--- config.mk ---
export PLATFORM = sky130hd
export DESIGN_NAME = config_readback_flat
export DESIGN_NICKNAME = d
export VERILOG_FILES = /design/src/rtl/config_readback_if.sv /design/src/rtl/config_readback.sv /design/src/flat_wrapper.sv
export SDC_FILE = /design/constraint.sdc
export NUM_CORES = 1
export LEC_CHECK = 0
export ABC_AREA = 1
export BUFFER_PORTS_ARGS = -buffer_cell sky130_fd_sc_hd__buf_2
export CAP_MARGIN = 20
export CORE_MARGIN = 4
export CORE_UTILIZATION = 55
export CTS_CLUSTER_DIAMETER = 80
export DETAILED_ROUTE_END_ITERATION = 10
export GPL_TIMING_DRIVEN = 1
export PLACE_DENSITY = 0.89
export SYNTH_ARGS = -nofsm -noshare
export SYNTH_HDL_FRONTEND = slang
export SYNTH_SLANG_ARGS = --single-unit
--- constraint.sdc ---
create_clock -name CLK -period 3.7 [get_ports CLK]
set_input_delay 0.555 -clock CLK [delete_from_list [all_inputs] [get_ports CLK]]
set_output_delay 0.555 -clock CLK [all_outputs]
set_load 0.05 [all_outputs]
--- src/rtl/config_readback_if.sv ---
// Byte stream from config_readback to its sink.
// Valid/ready: a byte moves on a rising edge where tx_valid && tx_ready; once tx_valid
// is raised, tx_data and tx_valid hold until that accept, and tx_data reads 0 while idle.
interface config_readback_if;
  logic [7:0] tx_data;
  logic       tx_valid;
  logic       tx_ready;

  modport master (output tx_data, output tx_valid, input tx_ready);
  modport slave  (input tx_data, input tx_valid, output tx_ready);
endinterface

--- src/rtl/config_readback.sv ---
// Snapshots the tiles' exported config nibbles and streams them as a framed byte
// sequence: header, one byte per tile pair, then an XOR checksum of the data bytes.
module config_readback #(
  parameter int         NUM_TILES = 8,
  parameter logic [7:0] HEADER    = 8'hA5
) (
  input  logic                   CLK,
  input  logic                   resetn,
  input  logic [4*NUM_TILES-1:0] C_bits,
  input  logic                   start,
  config_readback_if.master      tx,
  output logic                   busy,
  output logic                   done,
  output logic                   drift,
  output logic [1:0]             state_dbg
);

  localparam int NUM_BYTES = NUM_TILES / 2;
  localparam int IDX_W     = (NUM_BYTES > 1) ? $clog2(NUM_BYTES) : 1;
  localparam logic [IDX_W-1:0] LAST_IDX = IDX_W'(NUM_BYTES - 1);

  typedef enum logic [1:0] {
    S_IDLE   = 2'd0,
    S_HEADER = 2'd1,
    S_DATA   = 2'd2,
    S_CHECK  = 2'd3
  } state_e;

  state_e                 state;
  logic [4*NUM_TILES-1:0] snapshot;
  logic [IDX_W-1:0]       idx;
  logic [7:0]             csum;
  logic [7:0]             tx_data_q;
  logic                   tx_valid_q;
  logic                   busy_q;
  logic                   done_q;
  logic                   drift_q;
  logic                   accept;

  // Byte k packs tiles 2k (low nibble) and 2k+1 (high nibble), i.e. snapshot[8k +: 8].
  function automatic logic [7:0] pair_byte(input logic [4*NUM_TILES-1:0] snap,
                                           input logic [IDX_W-1:0]       k);
    return snap[8*int'(k) +: 8];
  endfunction

  assign accept = tx_valid_q & tx.tx_ready;

  always_ff @(posedge CLK or negedge resetn) begin
    if (!resetn) begin
      state      <= S_IDLE;
      snapshot   <= '0;
      idx        <= '0;
      csum       <= '0;
      tx_data_q  <= '0;
      tx_valid_q <= 1'b0;
      busy_q     <= 1'b0;
      done_q     <= 1'b0;
      drift_q    <= 1'b0;
    end else begin
      done_q <= 1'b0;
      case (state)
        S_IDLE: begin
          if (start) begin
            snapshot   <= C_bits;
            drift_q    <= 1'b0;
            csum       <= '0;
            idx        <= '0;
            tx_data_q  <= HEADER;
            tx_valid_q <= 1'b1;
            busy_q     <= 1'b1;
            state      <= S_HEADER;
          end
        end
        S_HEADER: begin
          if (accept) begin
            tx_data_q <= pair_byte(snapshot, '0);
            state     <= S_DATA;
          end
        end
        S_DATA: begin
          if (accept) begin
            csum <= csum ^ tx_data_q;
            if (idx == LAST_IDX) begin
              // Checksum byte folds in the byte being accepted right now.
              tx_data_q <= csum ^ tx_data_q;
              state     <= S_CHECK;
            end else begin
              idx       <= idx + 1'b1;
              tx_data_q <= pair_byte(snapshot, idx + 1'b1);
            end
          end
        end
        S_CHECK: begin
          if (accept) begin
            tx_data_q  <= '0;
            tx_valid_q <= 1'b0;
            busy_q     <= 1'b0;
            done_q     <= 1'b1;
            state      <= S_IDLE;
          end
        end
        default: state <= S_IDLE;
      endcase
      // Sticky until the next accepted start; the frame content never follows live bits.
      if (state != S_IDLE && C_bits != snapshot) drift_q <= 1'b1;
    end
  end

  assign tx.tx_data  = tx_data_q;
  assign tx.tx_valid = tx_valid_q;
  assign busy        = busy_q;
  assign done        = done_q;
  assign drift       = drift_q;
  assign state_dbg   = state;

endmodule

--- src/flat_wrapper.sv ---
// flat-port wrapper written by rule: the top's interface ports become plain ports
module config_readback_flat 
#(
  parameter int         NUM_TILES = 8,
  parameter logic [7:0] HEADER    = 8'hA5
)
  (CLK, resetn, C_bits, start, busy, done, drift, state_dbg, tx_tx_data, tx_tx_valid, tx_tx_ready);
  config_readback_if tx_i ();
  input  logic CLK;
  input  logic resetn;
  input  logic [4*NUM_TILES-1:0] C_bits;
  input  logic start;
  output logic busy;
  output logic done;
  output logic drift;
  output logic [1:0] state_dbg;
  output wire logic [$bits(tx_i.tx_data)-1:0] tx_tx_data;
  output wire logic [$bits(tx_i.tx_valid)-1:0] tx_tx_valid;
  input wire logic [$bits(tx_i.tx_ready)-1:0] tx_tx_ready;
  assign tx_tx_data = tx_i.tx_data;
  assign tx_tx_valid = tx_i.tx_valid;
  assign tx_i.tx_ready = tx_tx_ready;
  config_readback #(.NUM_TILES(NUM_TILES), .HEADER(HEADER)) u_core (.CLK(CLK), .resetn(resetn), .C_bits(C_bits), .start(start), .tx(tx_i), .busy(busy), .done(done), .drift(drift), .state_dbg(state_dbg));
endmodule
Word-level counts from Yosys, hierarchy flattened
Cells that the tools add are included.
{ "op_classes": {"n_addsub": 1, "n_eq_ne": 11, "shift": 1, "n_mux": 27, "n_bitwise": 2, "n_reduce_logical": 14} }
{ "op_table": {"columns": ["cell", "count"], "rows": [
  ["two-way mux 8 bit", 7],
  ["!= test 32 bit", 1],
  ["case mux 8 bit (4 select lines)", 1],
  ["variable part select 32 x 6 -> 8 bit", 1],
  ["two-way mux 2 bit", 8],
  ["case mux 8 bit (2 select lines)", 1],
  ["nonzero test 2 bit", 5],
  ["!= test 2 x 1 -> 1 bit (second input constant)", 4],
  ["case mux 2 bit (4 select lines)", 1],
  ["AND reduction 4 bit", 2],
  ["bitwise XOR 8 bit", 1],
  ["two-way mux 1 bit", 7],
  ["equality test 2 bit (second input constant)", 3],
  ["AND reduction 3 bit", 2],
  ["AND reduction 5 bit", 1],
  ["!= test 2 bit (second input constant)", 2],
  ["case mux 2 bit (2 select lines)", 1],
  ["AND reduction 2 bit", 2],
  ["adder 2 x 1 -> 2 bit (second input constant)", 1],
  ["equality test 2 x 1 -> 1 bit (second input constant)", 1],
  ["zero test 2 bit", 1],
  ["case mux 1 bit (2 select lines)", 1],
  ["AND 1 bit", 1],
  ["logical AND 1 bit", 1]
]} }
{ "totals": {"reg_bits": 55, "in_bits": 36, "out_inout_bits": 14} }

Longest topological paths before layout
Gate-level depths: netlist (run 1).
{ "logic_depth": {"word_depth": 5, "mapped_depth": 10, "mapped_depth_nobuf": 10} }

Least setup slack after synthesis (run 1)
Ideal clock, no wire load.
{ "synth_timing": {"path_kind": "register -> register", "start": "reg u_core.state[0] (netlist: u_core.state_dbg[0])", "end": "reg u_core.snapshot[11]", "setup_time_ns": 0.125, "t_arrival_ns": 1.815, "setup_slack_ns": 1.761, "path_stages_with_launch": 6, "cell_sequence": "dfrtp_1 inv_1 ha_1 nand2_1 buf_2 mux2_2"} }
{ "synth_via": {"elab_chain_cells": 2} }
{ "synth_lines": {"columns": ["element", "line_no", "rtl"], "rows": [
  ["start: declaration", "config_readback.sv:29", "state_e state;"],
  ["start signal: assignment", "config_readback.sv:50", "state <= S_IDLE;"],
  ["start signal: assignment", "config_readback.sv:71", "state <= S_HEADER;"],
  ["start signal: assignment", "config_readback.sv:77", "state <= S_DATA;"],
  ["zero test 2 bit", "config_readback.sv:61", "case (state)"],
  ["AND reduction 2 bit (no source line)", null, null],
  ["end signal: assignment", "config_readback.sv:64", "snapshot <= C_bits;"],
  ["end: declaration", "config_readback.sv:30", "logic [4*NUM_TILES-1:0] snapshot;"]
]} }
Every way passes these cells.
A chain may end at the register's enable or synchronous reset.

Worst setup path in the final report (run 1)
{ "layout_timing": {"start": "reg u_core.idx[0]", "end": "reg u_core.tx_data_q[6] (netlist: u_core.tx.tx_data[6])"} }
{ "layout_via": {"elab_chain_cells": 5, "elab_cells_between_ends": 6} }
{ "layout_lines": {"columns": ["element", "line_no", "rtl"], "rows": [
  ["start: declaration", "config_readback.sv:31", "logic [IDX_W-1:0] idx;"],
  ["start signal: assignment", "config_readback.sv:88", "idx <= idx + 1'b1;"],
  ["adder 2 x 1 -> 2 bit", "config_readback.sv:89", "tx_data_q <= pair_byte(snapshot, idx + 1'b1);"],
  ["variable part select 32 x 6 -> 8 bit", "config_readback.sv:43", "return snap[8*int'(k) +: 8];"],
  ["two-way mux 8 bit *", "config_readback.sv:83", "if (idx == LAST_IDX) begin"],
  ["two-way mux 8 bit *", "config_readback.sv:81", "if (accept) begin"],
  ["case mux 8 bit (4 select lines) *", "config_readback.sv:61", null],
  ["end signal: assignment", "config_readback.sv:76", "tx_data_q <= pair_byte(snapshot, '0);"],
  ["end signal: assignment", "config_readback.sv:85", "tx_data_q <= csum ^ tx_data_q;"],
  ["end signal: assignment", "config_readback.sv:89", null],
  ["end: declaration", "config_readback.sv:33", "logic [7:0] tx_data_q;"]
]} }
Mark *: on every way between the ends. The rest lies on a longest branch, timed or not. The select of a mux whose other input is x is not followed.

==> flow_summary.yaml, run 1 <==
sta:
  tns_ps: 0
  finClkSkew_ps: 13.3
  timing.fmax_mhz: 499
  hold_viol_final: 0
  maxSlewViolCount: 0
  tightest_slew_ps: 632
  setup_viol: 0
  fin_crit_ps: 2000
  slew_headroom_pct: 57.9
  grt_setup_unrepaired: "no"
  post-route-period-util_pct: 54.1
global_routing:
  use_met2_pct: 34.0
  grt_antenna_before_repair: 0
  grt.busiest_layer: "met2"
  grt_max_degree: 45
  grt_pass1_wl_mm: 11.7
  grt_pass1_vias: 2576
  gr-total-overflow: 0
  grt_usage_pct: 20.5
  met3_usage_pct: 5.36
  gr-usage-met1_pct: 26.3
yosys:
  synth_cells: 364
  postSynthAreaPerCell_sq_um: 8.59
  ys_warn_count: 0
  yosys.cell_types.count: 31
  synthMuxAreaShare_pct: 7.93
  synth.net_count: 405
  synth_compound_area_share_pct: 12.5
  synth_top_family_by_area: "simple AND/OR/NAND/NOR gates"
  syn-cell-area_sq_um: 3130
  ys_seq_elements: 55
  yosysSeqAreaShare_pct: 44.0
  synth_xor_area_share_pct: 9.53
  synthAdderAreaFrac_pct: 2.00
  synth_simple_gate_area_share_pct: 18.1
clocking:
  worstSkewPairLatency_ps: 320
  cts_tree: "yes"
  htreeDepth: 2
  clockRootBuffer: "clkbuf_8"
  numCtsBuffers: 5
  clock-sinks: 55
  cts_max_path_buffers: 2
  post_cts_buffers: 0
  clk_pin_slew_ps: 100
  ctsHoldBuffers: 0
  postCtsResizedCells: 0
floorplan:
  fp.dieH_um: 83.4
  ios: 50
  die_w_um: 83.4
  dieArea_sq_um: 6950
  core_sq_um: 5510
  start_util_pct: 56.8
  num_rows: 27
route:
  drc: 0
  route.vias.total: 2570
  first_iter_violations: 210
  drtAntennaViolNets: 0
  wl_per_cell_um: 13.9
  dr.pass1.iters: 4
  wl_mm: 6.74
  viasPerCell: 5.30
power:
  leakage_uw: 0.00176
  peakVddDrop_mv: 0.239
  totalPowerFinal_uw: 1030
  pwr_density_cell_nw_per_um2: 292
run:
  maxCapViolCount: 0
finish:
  multi_input_area_sq_um: 1560
  final_layout_size_suffix_gt1_share_pct: 23.0
  area_delta_synth_final_pct: 12.1
  nNetsFinal: 453
  final_common_cell: "nand2_1"
  regArea_sq_um: 1380
  antennaDiodeCount: 0
  final_cell_mix: "nand2_1, dfrtp_1, buf_2"
  fillers: 458
  design_area_sq_um: 3500
setup_path:
  cp-start-kind: "flop"
  slowest_stage: "ha_1"
  cp_slowest_stage_delay_ps: 680
  worstPathArrival_ps: 2270
  cp_max_fo: 25
  path_buf_inv: 0
  crit_chain: "ha_1, o21ai_0, o22ai_1, nand2_1, nand3_1, nand2_1, nand2_1"
  end_kind: "flop"
  path_delay_family: "adder cells"
  worst-endpoint-required_ps: 3970
  cp_common_cell: "nand2_1"
  worstSetupPathType: "reg -> reg"
place:
  dpl.hpwl_mm: 5.15
  placed_area_sq_um: 3420
  portBuffers: 49
  gp_congestion: 0.895
run_status:
  status: "complete, no violations"
hold_path:
  hold_class: "in -> async"
==> per-layer routing <==
metal / wire, um / vias up
li1: - / 1262
met1: 2890 / 1208
met2: 3270 / 90
met3: 463 / 10
met4: 114 / 0
met5: 0 / -
==> area by class of cell <==
cell class | count | share of cell area, %
clock buffer | 7 | 2.18
clock inverter | 1 | 0.143
inverter | 35 | 3.82
multi-input combinational | 264 | 44.6
sequential | 55 | 39.3
tap | 72 | 2.57
timing repair buffer | 51 | 7.43
==> cells in the mapped netlist <==
cell | instances | share of area, %
a21oi_1 | 14 | 2.2
a21oi_4 | 1 | 0.52
a22oi_1 | 1 | 0.24
a22oi_2 | 1 | 0.40
a31oi_2 | 1 | 0.40
buf_2 | 6 | 0.96
buf_4 | 2 | 0.48
clkbuf_1 | 2 | 0.24
dfrtp_1 | 55 | 44
ha_1 | 5 | 2.0
inv_1 | 31 | 3.7
inv_2 | 3 | 0.36
inv_4 | 1 | 0.20
mux2_2 | 22 | 7.9
nand2_1 | 90 | 11
nand2_2 | 2 | 0.40
nand2_4 | 1 | 0.36
nand2_8 | 1 | 0.64
nand3_1 | 4 | 0.64
nor2_1 | 34 | 4.1
nor2_2 | 1 | 0.20
nor2_8 | 1 | 0.64
o211ai_1 | 1 | 0.24
o21a_4 | 1 | 0.48
o21ai_0 | 41 | 6.6
o21ai_1 | 2 | 0.32
o21ai_2 | 1 | 0.28
o22ai_1 | 4 | 0.80
or2_4 | 1 | 0.28
xnor2_1 | 29 | 8.1
xor2_1 | 5 | 1.4
==> metrics by stage <==
stage	utilization [%]	cells	hold slack, ps	worst slack (ps)
final	63.6	485	194	1700
after global placement	62.2	477	464	1880
after global routing	63.6	485	242	1430
after floorplan	-	364	259	1760
after CTS	63.6	485	208	1730
after detailed placement	62.2	477	475	1780
==> flip-flops by register name, summed over array words and instances, names as in the netlist <==
name	flops
u_core.state_dbg	2
u_core.done	1
u_core.idx	2
u_core.snapshot	32
u_core.tx.tx_valid	1
u_core.drift	1
u_core.csum	8
u_core.tx.tx_data	8
==> power breakdown <==
group / leakage, uW / internal (uW) / total (uW) / switching, uW
sequential: 0.000704 / 607 / 613 / 5.53
combinational: 0.00101 / 35.4 / 85.4 / 50.0
clock: 0.0000422 / 133 / 327 / 193
total: 0.00176 / 776 / 1030 / 249
==> path summary, 6_finish.rpt <==
check,start,to,slack [ps],cells past startpoint
max in group asynchronous,resetn,u_core.snapshot[8],2660,2
min in group CLK,C_bits[6],u_core.snapshot[6],490,2
hold reg to reg,u_core.drift,u_core.drift,500,2
hold / removal,resetn,u_core.tx.tx_data[6],190,1
setup reg to reg,u_core.idx[0],u_core.tx.tx_data[6],1700,7
setup / recovery,u_core.idx[0],u_core.tx.tx_data[6],1700,7
==> cell families (layout without fill, tap and decap cells) <==
group,count (synthesis),after routing
XOR/XNOR,34,34
AND/OR/NAND/NOR,135,135
multiplexers,22,22
AO/OA/AOI/OAI,68,68
buffers and inverters,45,94
flip-flops,55,55
adder cells (fa/ha/maj),5,5
Note: power is estimated with default switching activity, not from simulation.
==> inputs of run 2 (changes only) <==
- clock period: 3.7 -> 2.1 ns (I/O delays scaled with it)
==> run 2 against run 1 <==
Net effect:
- worst setup slack got worse by 1300 ps
- via count down 1.2%
- register-to-register slack lost 1300 ps
- count of clock-buffer cells in the layout did not move
- critical endpoint is now u_core.idx[1]
- sequential power rose by 76%
- largest cell class unchanged
- first-iteration DRC count grew 17%
- wire length shrank 1.1%
==> flow_summary.yaml, run 2 (same netlist as run 1, synthesis figures left out) <==
clocking:
  clk_pin_slew_ps: 100
  htreeDepth: 2
  clockRootBuffer: "clkbuf_8"
  worstSkewPairLatency_ps: 310
  postCtsResizedCells: 0
  ctsHoldBuffers: 0
  clock-sinks: 55
  cts_tree: "yes"
  numCtsBuffers: 5
  cts_max_path_buffers: 2
  post_cts_buffers: 0
floorplan:
  dieArea_sq_um: 6950
  ios: 50
  num_rows: 27
  core_sq_um: 5510
  fp.dieH_um: 83.4
  start_util_pct: 56.8
  die_w_um: 83.4
route:
  wl_mm: 6.67
  wl_per_cell_um: 13.7
  dr.pass1.iters: 4
  first_iter_violations: 245
  drc: 0
  viasPerCell: 5.22
  route.vias.total: 2539
  drtAntennaViolNets: 0
global_routing:
  gr-total-overflow: 0
  grt_pass1_wl_mm: 11.8
  grt.busiest_layer: "met2"
  use_met2_pct: 33.9
  grt_usage_pct: 20.8
  gr-usage-met1_pct: 27.1
  grt_max_degree: 44
  grt_pass1_vias: 2560
  grt_antenna_before_repair: 0
  met3_usage_pct: 5.16
place:
  pre_cts_ws_ps: 371
  gp_congestion: 0.858
  dpl.hpwl_mm: 5.07
  portBuffers: 49
run_status:
  status: "complete, no violations"
power:
  pwr_density_cell_nw_per_um2: 511
  peakVddDrop_mv: 0.356
  p_sw_share_pct: 24.1
  p_clk_share_pct: 31.8
  comb_power_share_pct: 8.5
  leakage_uw: 0.00177
  power.internal_uw: 1370
  power.net_switching_uw: 436
  seqPwrFrac_pct: 59.8
finish:
  antennaDiodeCount: 0
  final_cell_mix: "nand2_1, dfrtp_1, buf_2"
  final_common_cell: "nand2_1"
  largest_reg_flops: 32
  fillers: 449
  top_register: "u_core.snapshot"
  nNetsFinal: 454
  area_delta_synth_final_pct: 13.2
  final_layout_size_suffix_gt1_share_pct: 23.2
sta:
  timing.fmax_mhz: 574
  setup_ws_ps: 358
  fin_crit_ps: 1740
  tns_ps: 0
  setup_viol: 0
  finClkSkew_ps: 8.45
  hold_viol_final: 0
  slew_headroom_pct: 59.8
  grt_setup_unrepaired: "no"
  maxSlewViolCount: 0
  post-route-period-util_pct: 82.9
  tightest_slew_ps: 604
setup_path:
  cp_max_fo: 10
  cp_slowest_stage_delay_ps: 410
  slowest_stage: "dfrtp_1"
  path_delay_family: "simple AND/OR/NAND/NOR gates"
  cp_common_cell: "nand2_1"
  path_buf_inv: 2
  worst-endpoint-required_ps: 2310
  crit_chain: "inv_1, ha_1, inv_2, or2_4, nand2_8, a21oi_4, nand2_1, nand2_1, o21ai_1"
  worstSetupPathType: "reg -> reg"
  cp-start-kind: "flop"
  worstPathArrival_ps: 1950
  end_kind: "flop"
hold_path:
  hold_class: "in -> async"
run:
  maxCapViolCount: 0
run 2: metal layers:
metal,vias to the layer above,part of all wire [%]
li1,1260,-
met1,1188,43
met2,82,48
met3,9,7.4
met4,0,1.6
met5,-,0
run 2: final timing paths:
path / depth (start not counted) / slack (ps) / end / startpoint
max reg2reg: 9 / 360 / u_core.idx[1] / u_core.state_dbg[0]
max in group asynchronous: 2 / 1530 / u_core.snapshot[14] / resetn
min reg2reg: 2 / 500 / u_core.drift / u_core.drift
max: 9 / 360 / u_core.idx[1] / u_core.state_dbg[0]
min in group CLK: 2 / 260 / u_core.snapshot[2] / C_bits[2]
min: 1 / 0.09 / u_core.snapshot[2] / resetn
run 2: area by class of cell:
| type | count | area, sq um | share of cell area, % |
|---|---|---|---|
| sequential | 55 | 1380 | 38.9 |
| inverter | 35 | 134 | 3.78 |
| clock buffer | 7 | 76.3 | 2.16 |
| timing repair buffer | 52 | 293 | 8.28 |
| multi-input combinational | 264 | 1560 | 44.2 |
| tap | 72 | 90.1 | 2.55 |
| clock inverter | 1 | 5.00 | 0.141 |
run 2: power groups by stage:
| stage | Sequential (uW) | Combinational (uW) | Clock (uW) |
|---|---|---|---|
| 3_3_place_gp | 1100 | 151 | 0 |
| 6_report | 1080 | 153 | 574 |
| 5_1_grt | 1080 | 173 | 630 |
| 4_1_cts | 1080 | 155 | 587 |
| 3_5_place_dp | 1100 | 154 | 0 |
| 2_1_floorplan | 1110 | 57.7 | 0 |
run 2: through the flow:
| stage | area (sq um) | utilization [%] | cells | total power (uW) | hold WS (ps) |
|---|---|---|---|---|---|
| floorplan | 3130 | - | 364 | 1170 | 19.4 |
| global placement | 3460 | 62.8 | 478 | 1250 | 357 |
| detailed placement | 3460 | 62.8 | 478 | 1250 | 356 |
| CTS | 3540 | 64.2 | 486 | 1820 | 11.7 |
| global route | 3540 | 64.2 | 486 | 1880 | 29.3 |
| finish | 3540 | 64.2 | 486 | 1810 | 0.0945 |
